### config.mk
export PLATFORM = sky130hd
export DESIGN_NAME = pcie_tx_arbiter
export DESIGN_NICKNAME = d
export VERILOG_FILES = /design/src/rtl/pcie_tx_pkg.sv /design/src/rtl/rr_arbiter_pick.sv /design/src/rtl/pcie_tx_arbiter.sv
export SDC_FILE = /design/constraint.sdc
export NUM_CORES = 1
export LEC_CHECK = 0
export BUFFER_PORTS_ARGS = -buffer_cell sky130_fd_sc_hd__buf_2
export CAP_MARGIN = 20
export CORE_AREA = 4 4 95 97
export CTS_CLUSTER_DIAMETER = 120
export DETAILED_ROUTE_END_ITERATION = 8
export DIE_AREA = 0 0 99 101
export GPL_TIMING_DRIVEN = 1
export PLACE_DENSITY = 0.62
export SLEW_MARGIN = 30
export SYNTH_ARGS = -nofsm -noshare
export SYNTH_HDL_FRONTEND = slang
export SYNTH_SLANG_ARGS = --single-unit
### constraint.sdc
create_clock -name user_clk -period 3.63 [get_ports user_clk]
set_input_delay 0.9075 -clock user_clk [delete_from_list [all_inputs] [get_ports user_clk]]
set_output_delay 0.9075 -clock user_clk [all_outputs]
set_load 0.02 [all_outputs]
### src/rtl/pcie_tx_pkg.sv
// Shared constants for the PCIe TX path: AXIS tuser bit positions, FSM encoding, widths.
package pcie_tx_pkg;

  localparam int TUSER_W  = 4;
  localparam int BUF_AV_W = 6;

  localparam int TUSER_ERRFWD      = 1;
  localparam int TUSER_STR         = 2;
  localparam int TUSER_DISCONTINUE = 3;

  localparam logic [0:0] ST_IDLE = 1'b0;
  localparam logic [0:0] ST_BUSY = 1'b1;

  // Index width for n requesters, never narrower than one bit.
  function automatic int id_width(input int n);
    return (n > 1) ? $clog2(n) : 1;
  endfunction

endpackage

### src/rtl/rr_arbiter_pick.sv
// Combinational find-first-set starting at index 'first' and wrapping; shared by TX and RX arbiters.
module rr_arbiter_pick #(
  parameter int N     = 2,
  parameter int IDX_W = 1
) (
  input  logic [N-1:0]     req,
  input  logic [IDX_W-1:0] first,
  output logic             found,
  output logic [IDX_W-1:0] idx
);

  int j;

  always_comb begin
    found = 1'b0;
    idx   = '0;
    j     = 0;
    for (int k = 0; k < N; k++) begin
      j = int'(first) + k;
      if (j >= N) j = j - N;
      if (!found && req[j]) begin
        found = 1'b1;
        idx   = IDX_W'(j);
      end
    end
  end

endmodule

### src/rtl/pcie_tx_arbiter.sv
// Packet-granular arbiter sharing the pcie_7x AXIS TX port between NUM_REQ sources.
// Build option: PCIE_TX_ARB_FIXED_PRIO_EN gives requester 0 strict priority instead of round-robin.
module pcie_tx_arbiter
  import pcie_tx_pkg::*;
#(
  parameter int NUM_REQ    = 2,
  parameter int DATA_WIDTH = 64,
  parameter int KEEP_WIDTH = DATA_WIDTH / 8,
  parameter int MIN_BUF_AV = 2,
  localparam int ID_W      = id_width(NUM_REQ)
) (
  input  logic                          user_clk,
  input  logic                          user_reset,
  input  logic [NUM_REQ*DATA_WIDTH-1:0] s_tdata,
  input  logic [NUM_REQ*KEEP_WIDTH-1:0] s_tkeep,
  input  logic [NUM_REQ*TUSER_W-1:0]    s_tuser,
  input  logic [NUM_REQ-1:0]            s_tlast,
  input  logic [NUM_REQ-1:0]            s_tvalid,
  output logic [NUM_REQ-1:0]            s_tready,
  output logic [DATA_WIDTH-1:0]         m_tdata,
  output logic [KEEP_WIDTH-1:0]         m_tkeep,
  output logic [TUSER_W-1:0]            m_tuser,
  output logic                          m_tlast,
  output logic                          m_tvalid,
  input  logic                          m_tready,
  input  logic [BUF_AV_W-1:0]           tx_buf_av,
  input  logic                          tx_cfg_req,
  output logic                          tx_cfg_gnt,
  output logic [ID_W-1:0]               grant_id
);

  logic [0:0]      state;
  logic            busy;
  logic            start;
  logic            pkt_end;
  logic            pick_found;
  logic [ID_W-1:0] pick_idx;
  logic [ID_W-1:0] first_idx;

  logic [NUM_REQ-1:0][DATA_WIDTH-1:0] tdata_a;
  logic [NUM_REQ-1:0][KEEP_WIDTH-1:0] tkeep_a;
  logic [NUM_REQ-1:0][TUSER_W-1:0]    tuser_a;

  assign tdata_a = s_tdata;
  assign tkeep_a = s_tkeep;
  assign tuser_a = s_tuser;

  assign busy = (state == ST_BUSY);

`ifdef PCIE_TX_ARB_FIXED_PRIO_EN
  assign first_idx = '0;
`else
  logic [ID_W-1:0] ptr;

  assign first_idx = (ptr == ID_W'(NUM_REQ - 1)) ? '0 : ptr + ID_W'(1);

  always_ff @(posedge user_clk) begin
    if (user_reset)
      ptr <= '0;
    else if (busy && pkt_end)
      ptr <= grant_id;
  end
`endif

  rr_arbiter_pick #(
    .N     (NUM_REQ),
    .IDX_W (ID_W)
  ) u_pick (
    .req   (s_tvalid),
    .first (first_idx),
    .found (pick_found),
    .idx   (pick_idx)
  );

  // Config traffic from the core beats user requesters; buffer space only gates packet starts.
  assign start = !busy && pick_found && !tx_cfg_req &&
                 (tx_buf_av >= BUF_AV_W'(MIN_BUF_AV));

  assign pkt_end = m_tvalid && m_tready && m_tlast;

  always_ff @(posedge user_clk) begin
    if (user_reset) begin
      state    <= ST_IDLE;
      grant_id <= '0;
    end else if (start) begin
      state    <= ST_BUSY;
      grant_id <= pick_idx;
    end else if (busy && pkt_end) begin
      state    <= ST_IDLE;
    end
  end

  // Zero-latency pass-through of the granted slice; nothing is buffered.
  always_comb begin
    m_tdata  = '0;
    m_tkeep  = '0;
    m_tuser  = '0;
    m_tlast  = 1'b0;
    m_tvalid = 1'b0;
    if (busy) begin
      m_tdata  = tdata_a[grant_id];
      m_tkeep  = tkeep_a[grant_id];
      m_tuser  = tuser_a[grant_id];
      m_tlast  = s_tlast[grant_id];
      m_tvalid = s_tvalid[grant_id];
    end
  end

  for (genvar i = 0; i < NUM_REQ; i++) begin : g_rdy
    assign s_tready[i] = busy && (grant_id == ID_W'(i)) && m_tready;
  end

  assign tx_cfg_gnt = !busy;

endmodule

# Yosys cells after proc, flatten, opt, wreduce, memory -nomap -nowiden
# Cells that the tools add are included.
totals:
  inputBits: 166
  ff_bits: 3
op_classes:
  bitwise_logic: 1
  addsub: 4
  n_reduce_logical: 15
  magnitude_cmp: 6
  muxes: 30
op_table:
  columns: ["operator", "count"]
  rows:
  - ["64-bit 2-to-1 mux", 3]
  - ["32-bit by 3-bit less-than comparator with 1-bit output, second input constant", 2]
  - ["32-bit 2-to-1 mux", 2]
  - ["32-bit by 3-bit greater-or-equal comparator with 1-bit output, second input constant", 1]
  - ["32-bit by 3-bit subtractor with 32-bit output, second input constant", 1]
  - ["8-bit 2-to-1 mux", 3]
  - ["1-bit 2-to-1 mux", 19]
  - ["4-bit 2-to-1 mux", 3]
  - ["1-bit logical AND", 11]
  - ["6-bit by 2-bit greater-or-equal comparator with 1-bit output, second input constant", 1]
  - ["1-bit zero test", 3]
  - ["1-bit by 2-bit subtractor with 3-bit output, second input constant", 1]
  - ["1-bit by 1-bit adder with 2-bit output, second input constant", 1]
  - ["1-bit by 2-bit greater-or-equal comparator with 1-bit output, second input constant", 1]
  - ["1-bit by 2-bit less-than comparator with 1-bit output, second input constant", 1]
  - ["2-bit nonzero test", 1]
  - ["1-bit adder, second input constant", 1]
  - ["1-bit inverter", 1]

# Longest topological paths before layout
# Gate-level depths: netlist (run 1).
depth:
  depth_word: 15
  ltp_mapped: 5

# Modules after synthesis
# Synthesis (run 1) repeated with hierarchy kept, for this count alone.
unflattened:
  cells_unflattened: 195
  hier_area_um2: 1342.5
by_module_without_submodules:
  columns: ["module", "area_each_um2", "cells_per_inst", "n_inst"]
  rows:
  - ["pcie_tx_arbiter", 1325.0, 192, 1]
  - ["rr_arbiter_pick", 17.5, 3, 1]

# Worst setup path after synthesis (run 1)
# Ideal clock, no wire load.
synth_path:
  kind: "reg-to-output"
  startpoint: "register grant_id"
  endpoint: "output m_tdata[38]"
  t_arrival_ns: 1.307
  t_required_ns: 2.723
  path_slack_ns: 1.415
  stages_incl_launch_ff: 6
  n_path_buf: 3
  path_cell_list: "dfxtp_1 > buf_4 > buf_6 > buf_6 > mux2i_1 > nor2_1"
synth_via:
  elab_chain_len: 3
synth_lines:
  columns: ["item", "line_no", "rtl"]
  rows:
  - ["start, declared", "pcie_tx_arbiter.sv:29", "output logic [ID_W-1:0] grant_id"]
  - ["start signal, assigned", "pcie_tx_arbiter.sv:87", "grant_id <= pick_idx;"]
  - ["64-bit 2-to-1 mux (not written as such) (2 in a row)", "pcie_tx_arbiter.sv:101", "m_tdata = tdata_a[grant_id];"]
  - ["64-bit 2-to-1 mux", "pcie_tx_arbiter.sv:100", "if (busy) begin"]
  - ["end, declared", "pcie_tx_arbiter.sv:20", "output logic [DATA_WIDTH-1:0] m_tdata,"]
# No other way between the ends. The select of a mux whose other input is x is not followed.

# Worst setup path after layout (run 1)
layout_path:
  startpoint: "register state, in the netlist busy"
  endpoint: "output m_tdata[0]"
layout_via:
  elab_chain_len: 1
layout_lines:
  columns: ["item", "line_no", "rtl"]
  rows:
  - ["start, declared", "pcie_tx_arbiter.sv:32", "logic [0:0] state;"]
  - ["start signal, assigned", "pcie_tx_arbiter.sv:83", "state <= ST_IDLE;"]
  - ["start signal, assigned", "pcie_tx_arbiter.sv:86", "state <= ST_BUSY;"]
  - ["start signal, assigned", "pcie_tx_arbiter.sv:89", "state <= ST_IDLE;"]
  - ["64-bit 2-to-1 mux", "pcie_tx_arbiter.sv:100", null]
# No other way between the ends.

==> metrics.txt, run 1 <==
status completed; die height between 100 and 150 µm; Net Count, Synth 359; placed cell areas ~2700 µm²; GRT overflow 0; initial antenna violation count 0; met1 wire length 2230 µm; clock-pin slew on the worst setup and hold paths 30 ps; io pins approximately 250; Post-Syn Area 1360 µm²; area of the multi-input gates between 1000 and 1500 µm²; vias per cell between 4 and 5; WP buf/inv 3; Leakage between 1.5 and 2 nW; crit path cell chain inv_2, buf_4, nor2_1, buf_2; setup bufs post-CTS 0; Final Non-Filler Cells about 530; Tcrit/Tclk final approximately three quarters; first-pass GRT wire length 9900 µm; nets@finish roughly 600; Worst R2R Path Depth 4; Netlist cell types 19; Slew @ Worst Pin between 600 and 700 ps; Core ar. roughly 8100 µm²; Syn. warnings 0; RSZ-0062 raised after global routing false; CTS Root Cell clkbuf_8; post-synthesis register bit count 3; 1st-pass router iterations 4; peak supply drop roughly 0.066 mV; CTS Buffer Depth 2; DRT Wirelength ~6800 µm; DR top layer met4; Crit Path Category flop to output port; H-tree Lvls 1; fillers 878; Crit. End Element output port; layout cells sized above 1 between 50% and 60%; initial core utilization about 17%; Top Family by Delay on Critical Path buffers and inverters; clock sink count 3; worst min path class flop to flop; Iter 0 DRT Violations 18; design area around 2700 µm²; Worst slew margin 58.0%; Final Hold Fails 0; hold path cells 1; ANT nets after route 0; Vias between 2000 and 2500; Gate Count Post-Synth slightly below 200; largest net degree at the start of global routing 42; vias in the first global route 2215; PortBufs ~250; startpoint types flop; Final WS setup a little under 900 ps; routed wire length per instance roughly 13 µm; Clock Latency Late Sink 220 ps; Rows 33; Die Area ~10000 µm²; layout overhead on the synthesized area 98.2%; max-capacitance violation count 0; # placed instances 530; min Tclk post-route approximately 2800 ps; CTS tree yes; final core utilization around a third; critical path depth in cells 4; WL met3 around 750 µm; die width just under 100 µm; Avg Cell Area, Syn 7.05 µm²; skew final roughly 2.1 ps; worst-path cell with the longest stage delay inv_2; pre-CTS setup slack approximately 1000 ps; Max Fclk 362 MHz; setup_tns 0 ps; Antenna Cells 0; crit path DAT 1860 ps; met2 wire length ~3700 µm; drt drc 0; Tot GR Track Use 11.8%; slowest stage delay, CP between 400 and 500 ps; sequential fraction of the synthesis area between 4 and 5%; HPWL after DPL 5880 µm; Critical Path Fanout Max approximately 40; pwr/cell area 205 nW/µm²; hold buffers post-CTS 0; Setup violations, final 0; Num CTS Buffers 3; Resized cells post-CTS 0; Placer Congestion 0.754; FF+latch area 63.8 µm²; Req. time, crit path about 2700 ps; final slew viol count 0
[per-stage QoR]
step | hold WS, ps | total power (W)
floorplan | 441 | 0.000292
global placement | 453 | 0.000454
detailed placement | 454 | 0.000463
CTS | 462 | 0.000564
global route | 496 | 0.000597
finish | 461 | 0.000553
[kinds of logic after synthesis]
group                  share of synthesized area (%)
multiplexers                                    58.1
AND/OR/NAND/NOR                                 25.7
AO/OA/AOI/OAI                                   2.76
flip-flops                                      4.42
buffers and inverters                           9.02
[metal layers]
layer	GRT usage [%]	up-vias
li1	-	1132
met1	11.6	984
met2	24.2	131
met3	2.49	8
met4	3.78	0
met5	0	-
[Yosys cell counts]
| cell | n | area (µm²) |
|---|---|---|
| mux2i_1 | 79 | 791 |
| nor2_1 | 79 | 297 |
| buf_4 | 6 | 45.0 |
| clkbuf_1 | 6 | 22.5 |
| buf_6 | 3 | 33.8 |
| dfxtp_1 | 3 | 60.1 |
| nand2_1 | 3 | 11.3 |
| buf_2 | 2 | 10.0 |
| inv_1 | 2 | 7.51 |
| a2111oi_2 | 1 | 15.0 |
| a31oi_1 | 1 | 6.26 |
| and3_1 | 1 | 6.26 |
| and3b_1 | 1 | 8.76 |
| inv_2 | 1 | 3.75 |
| nand3_1 | 1 | 5.00 |
| nor4_1 | 1 | 6.26 |
| nor4b_2 | 1 | 15.0 |
| o21a_1 | 1 | 7.51 |
| o2bb2ai_1 | 1 | 8.76 |
[state kept, by name (all words and copies together), names as in the netlist]
name and count:
busy 1, grant_id 1, ptr 1
[path summary, 6_finish.rpt]
kind / startpoint / end / slack (ps)
setup / recovery: busy / m_tdata[0] / 870
hold / removal: ptr / ptr / 460
setup reg to reg: busy / ptr / 1890
hold reg to reg: ptr / ptr / 460
[cell usage in the layout (no fill, tap or decap), drive strengths merged]
master     n
and3       1
buf      249
dfxtp      3
nand3      1
inv        3
clkbuf     4
mux2i     79
o21a       1
and3b      1
nand2      3
nor4       1
o2bb2ai    1
nor4b      1
a2111oi    1
a31oi      1
nor2      79
[power by group]
part / total, W / switching (W) / internal, W
clock network: 0.0000973 / 0.0000224 / 0.0000749
logic: 0.000409 / 0.000229 / 0.000180
registers: 0.0000463 / 0.0000107 / 0.0000356
total: 0.000553 / 0.000262 / 0.000291
[cell type report]
type                    instances  share of cell area [%]
repair buffers                249                    47.0
multi-input cells             170                    43.7
well taps                     105                    4.87
flip-flops and latches          3                    2.37
clock buffers                   4                    1.67
inverters                       3                   0.418
No activity file was read; power rests on OpenSTA's default activity.
==> inputs of run 2 (changes only) <==
--- a/config.mk
+++ b/config.mk
@@ -5,6 +5,7 @@
 export SDC_FILE = /design/constraint.sdc
 export NUM_CORES = 1
 export LEC_CHECK = 0
+export ABC_AREA = 1
 export BUFFER_PORTS_ARGS = -buffer_cell sky130_fd_sc_hd__buf_2
 export CAP_MARGIN = 20
 export CORE_AREA = 4 4 95 97
==> constraint.sdc (replaced) <==
create_clock -name user_clk -period 2.8 [get_ports user_clk]
set_input_delay 0.7 -clock user_clk [delete_from_list [all_inputs] [get_ports user_clk]]
set_output_delay 0.7 -clock user_clk [all_outputs]
set_load 0.02 [all_outputs]
==> run 2 against run 1 <==
Net effect:
- utilization fell by 1.1 points
- sequential cell count did not move
- sequential power rose by 8.2%
- global-route usage rose by 0.13 points
- worst hold slack improved by 54 ps
- cell count rose by 16%
- largest power group unchanged
==> metrics.txt, run 2 <==
status completed; Num CTS Buffers 3 (unchanged); clock-pin slew on the worst setup and hold paths 30 ps (about the same); max-capacitance violation count 0 (unchanged); ANT nets after route 0 (unchanged); startpoint types flop; final core utilization 32.1% (-1.1 points); pwr/cell area 238 nW/µm² (+16%); Worst slew margin 62.2% (+4.2 points); area of the multi-input gates 1080 µm² (-8.0%); Vias 2649 (+17%); Top FF cell, synth dfxtp_1; 1st-pass router iterations 6 (+2); Antenna Cells 0 (unchanged); Setup violations, final 0 (unchanged); Clock Latency Late Sink 210 ps (about the same); Yosys top cell area share 44.1% (-14 points); FF+latch area 61.3 µm² (-3.9%); Syn. warnings 0 (unchanged); Tcrit/Tclk final between 70 and 80%; hold slack 514 ps (+53.8 ps); top-count cell post-synth nand2_1; most common cell after layout, fill and taps aside buf_2; Post-synth EDFFs 0 (unchanged); RSZ-0062 raised after global routing false; H-tree Lvls 1 (unchanged); min Tclk post-route ~2200 ps; layout overhead on the synthesized area 94.9%; nets@finish 680 (+14%); CTS tree yes; first-pass GRT wire length 10300 µm (+4.1%); CTS Root Cell clkbuf_8; Resized cells post-CTS 0 (unchanged); sequential fraction of the synthesis area 4.49% (+0.074 points); initial antenna violation count 0 (unchanged); asr flop ratio synth 0% (unchanged); hold buffers post-CTS 0 (unchanged); DRT Wirelength 6860 µm (+1.0%); met3 Track Usage GR 2.63% (+0.14 points); met2 global-route usage 24.2% (unchanged); Net Count, Synth 452 (+26%); layout cells sized above 1 50.5% (-9.2 points); cell taking the most area after synthesis nand2_1; Leakage 1.64 nW (+8.2%); Netlist cell types 18 (-1); top cells by count, synth nand2_1, a21oi_1, buf_2; peak supply drop 0.124 mV (+88%); routed wire length per instance 11.1 µm (-13%); Rows 33 (unchanged); fillers 893 (+1.7%); top post-synthesis cells by area nand2_1, a21oi_1, buf_6, buf_2, dfxtp_1; Slew @ Worst Pin 567 ps (-62.5 ps); Iter 0 DRT Violations 68 (+50); HPWL after DPL 5420 µm (-8.0%); crit path DAT 1510 ps (-350 ps); Die Area 10000 µm² (unchanged); most frequent cells in the layout buf_2, nand2_1, a21oi_1; die height 101 µm (unchanged); largest net degree at the start of global routing 82 (+95%); initial core utilization 16.4% (-0.28 points); Crit Path Category flop to output port; setup bufs post-CTS 0 (unchanged); design area 2610 µm² (-3.2%); io pins 248 (unchanged); vias in the first global route 2527 (+14%); vias per cell 4.29 (+1.5%); Post-Syn Area 1340 µm² (-1.7%); Placer Congestion 0.771 (+2.2%); clock sink count 3 (unchanged); worst min path class flop to flop; Core ar. 8130 µm² (unchanged); drt drc 0 (unchanged); post-synthesis register bit count 3 (unchanged); Critical Path Fanout Max 80 (+95%); Max Fclk 453 MHz; PortBufs 246 (unchanged); skew final 0.997 ps (-1.09 ps); die width 99 µm (unchanged); Gate Count Post-Synth 286 (+48%); placed cell areas 2560 µm² (-3.3%); GRT overflow 0 (unchanged); CTS Buffer Depth 2 (unchanged); routing usage on met1 12.2% (+0.65 points); setup_tns 0 ps (unchanged); Pwr Total 0.000620 W (+12%); GR peak layer met2; Tot GR Track Use 11.9% (+0.13 points); Avg Cell Area, Syn 4.68 µm² (-34%); Req. time, crit path 2100 ps (-620 ps); final slew viol count 0 (unchanged); Crit. End Element output port; Final Hold Fails 0 (unchanged)
[run 2: cell count changes after synthesis, moves of 2 or more]
| cell | previous run | this run |
|---|---|---|
| nand3_2 | 0 | 2 |
| buf_2 | 2 | 13 |
| mux2i_1 | 79 | 0 |
| buf_4 | 6 | 2 |
| nand3_1 | 1 | 4 |
| nand2_1 | 3 | 157 |
| nor2_1 | 79 | 4 |
| nand2_2 | 0 | 2 |
| a21oi_1 | 0 | 78 |
| nor3_1 | 0 | 3 |
| buf_6 | 3 | 7 |
| clkbuf_1 | 6 | 4 |
[run 2: final timing paths]
check | startpoint | endpoint | slack [ps] | cells after the start
worst max register to register | grant_id | ptr | 1410 | 6
worst max-delay path | grant_id | m_tdata[57] | 590 | 4
worst min-delay path | ptr | ptr | 510 | 4
worst min register to register | ptr | ptr | 510 | 4
[run 2: final cells by class]
cell class	count	area share, %
repair buffers	249	48.6
multi-input cells	253	41.6
well taps	105	5.04
flip-flops and latches	3	2.35
clock buffers	4	1.73
inverters	4	0.768
[run 2: cell families after synthesis]
family                 after synthesis  synth area share, %
AND/OR/NAND/NOR                    174                 51.3
AO/OA/AOI/OAI                       79                 29.7
buffers and inverters               30                 14.5
flip-flops                           3                 4.49
[run 2: power breakdown]
group	total, W	leakage, nW	internal [W]	switching, W
registers	0.0000501	0.0250	0.0000456	0.00000444
logic	0.000449	1.59	0.000180	0.000269
clock network	0.000121	0.0228	0.0000967	0.0000244
[run 2: worst max-delay path: stages (launching register included)]
cell and delay (ps):
dfxtp_2 340, inv_6 360, nand2_1 110, a21oi_1 200, buf_2 200
[run 2: stage by stage]
step	setup WS, ps	instances
after detailed placement	841	614
after floorplan	779	286
after global routing	501	618
after global placement	870	614
final	591	618
after CTS	636	618
[run 2: layer usage]
metal  routed length (µm)  share of wire [%]
met4                   77                1.1
met3                  878                 13
met5                    0                  0
met1                 2450                 36
met2                 3450                 50
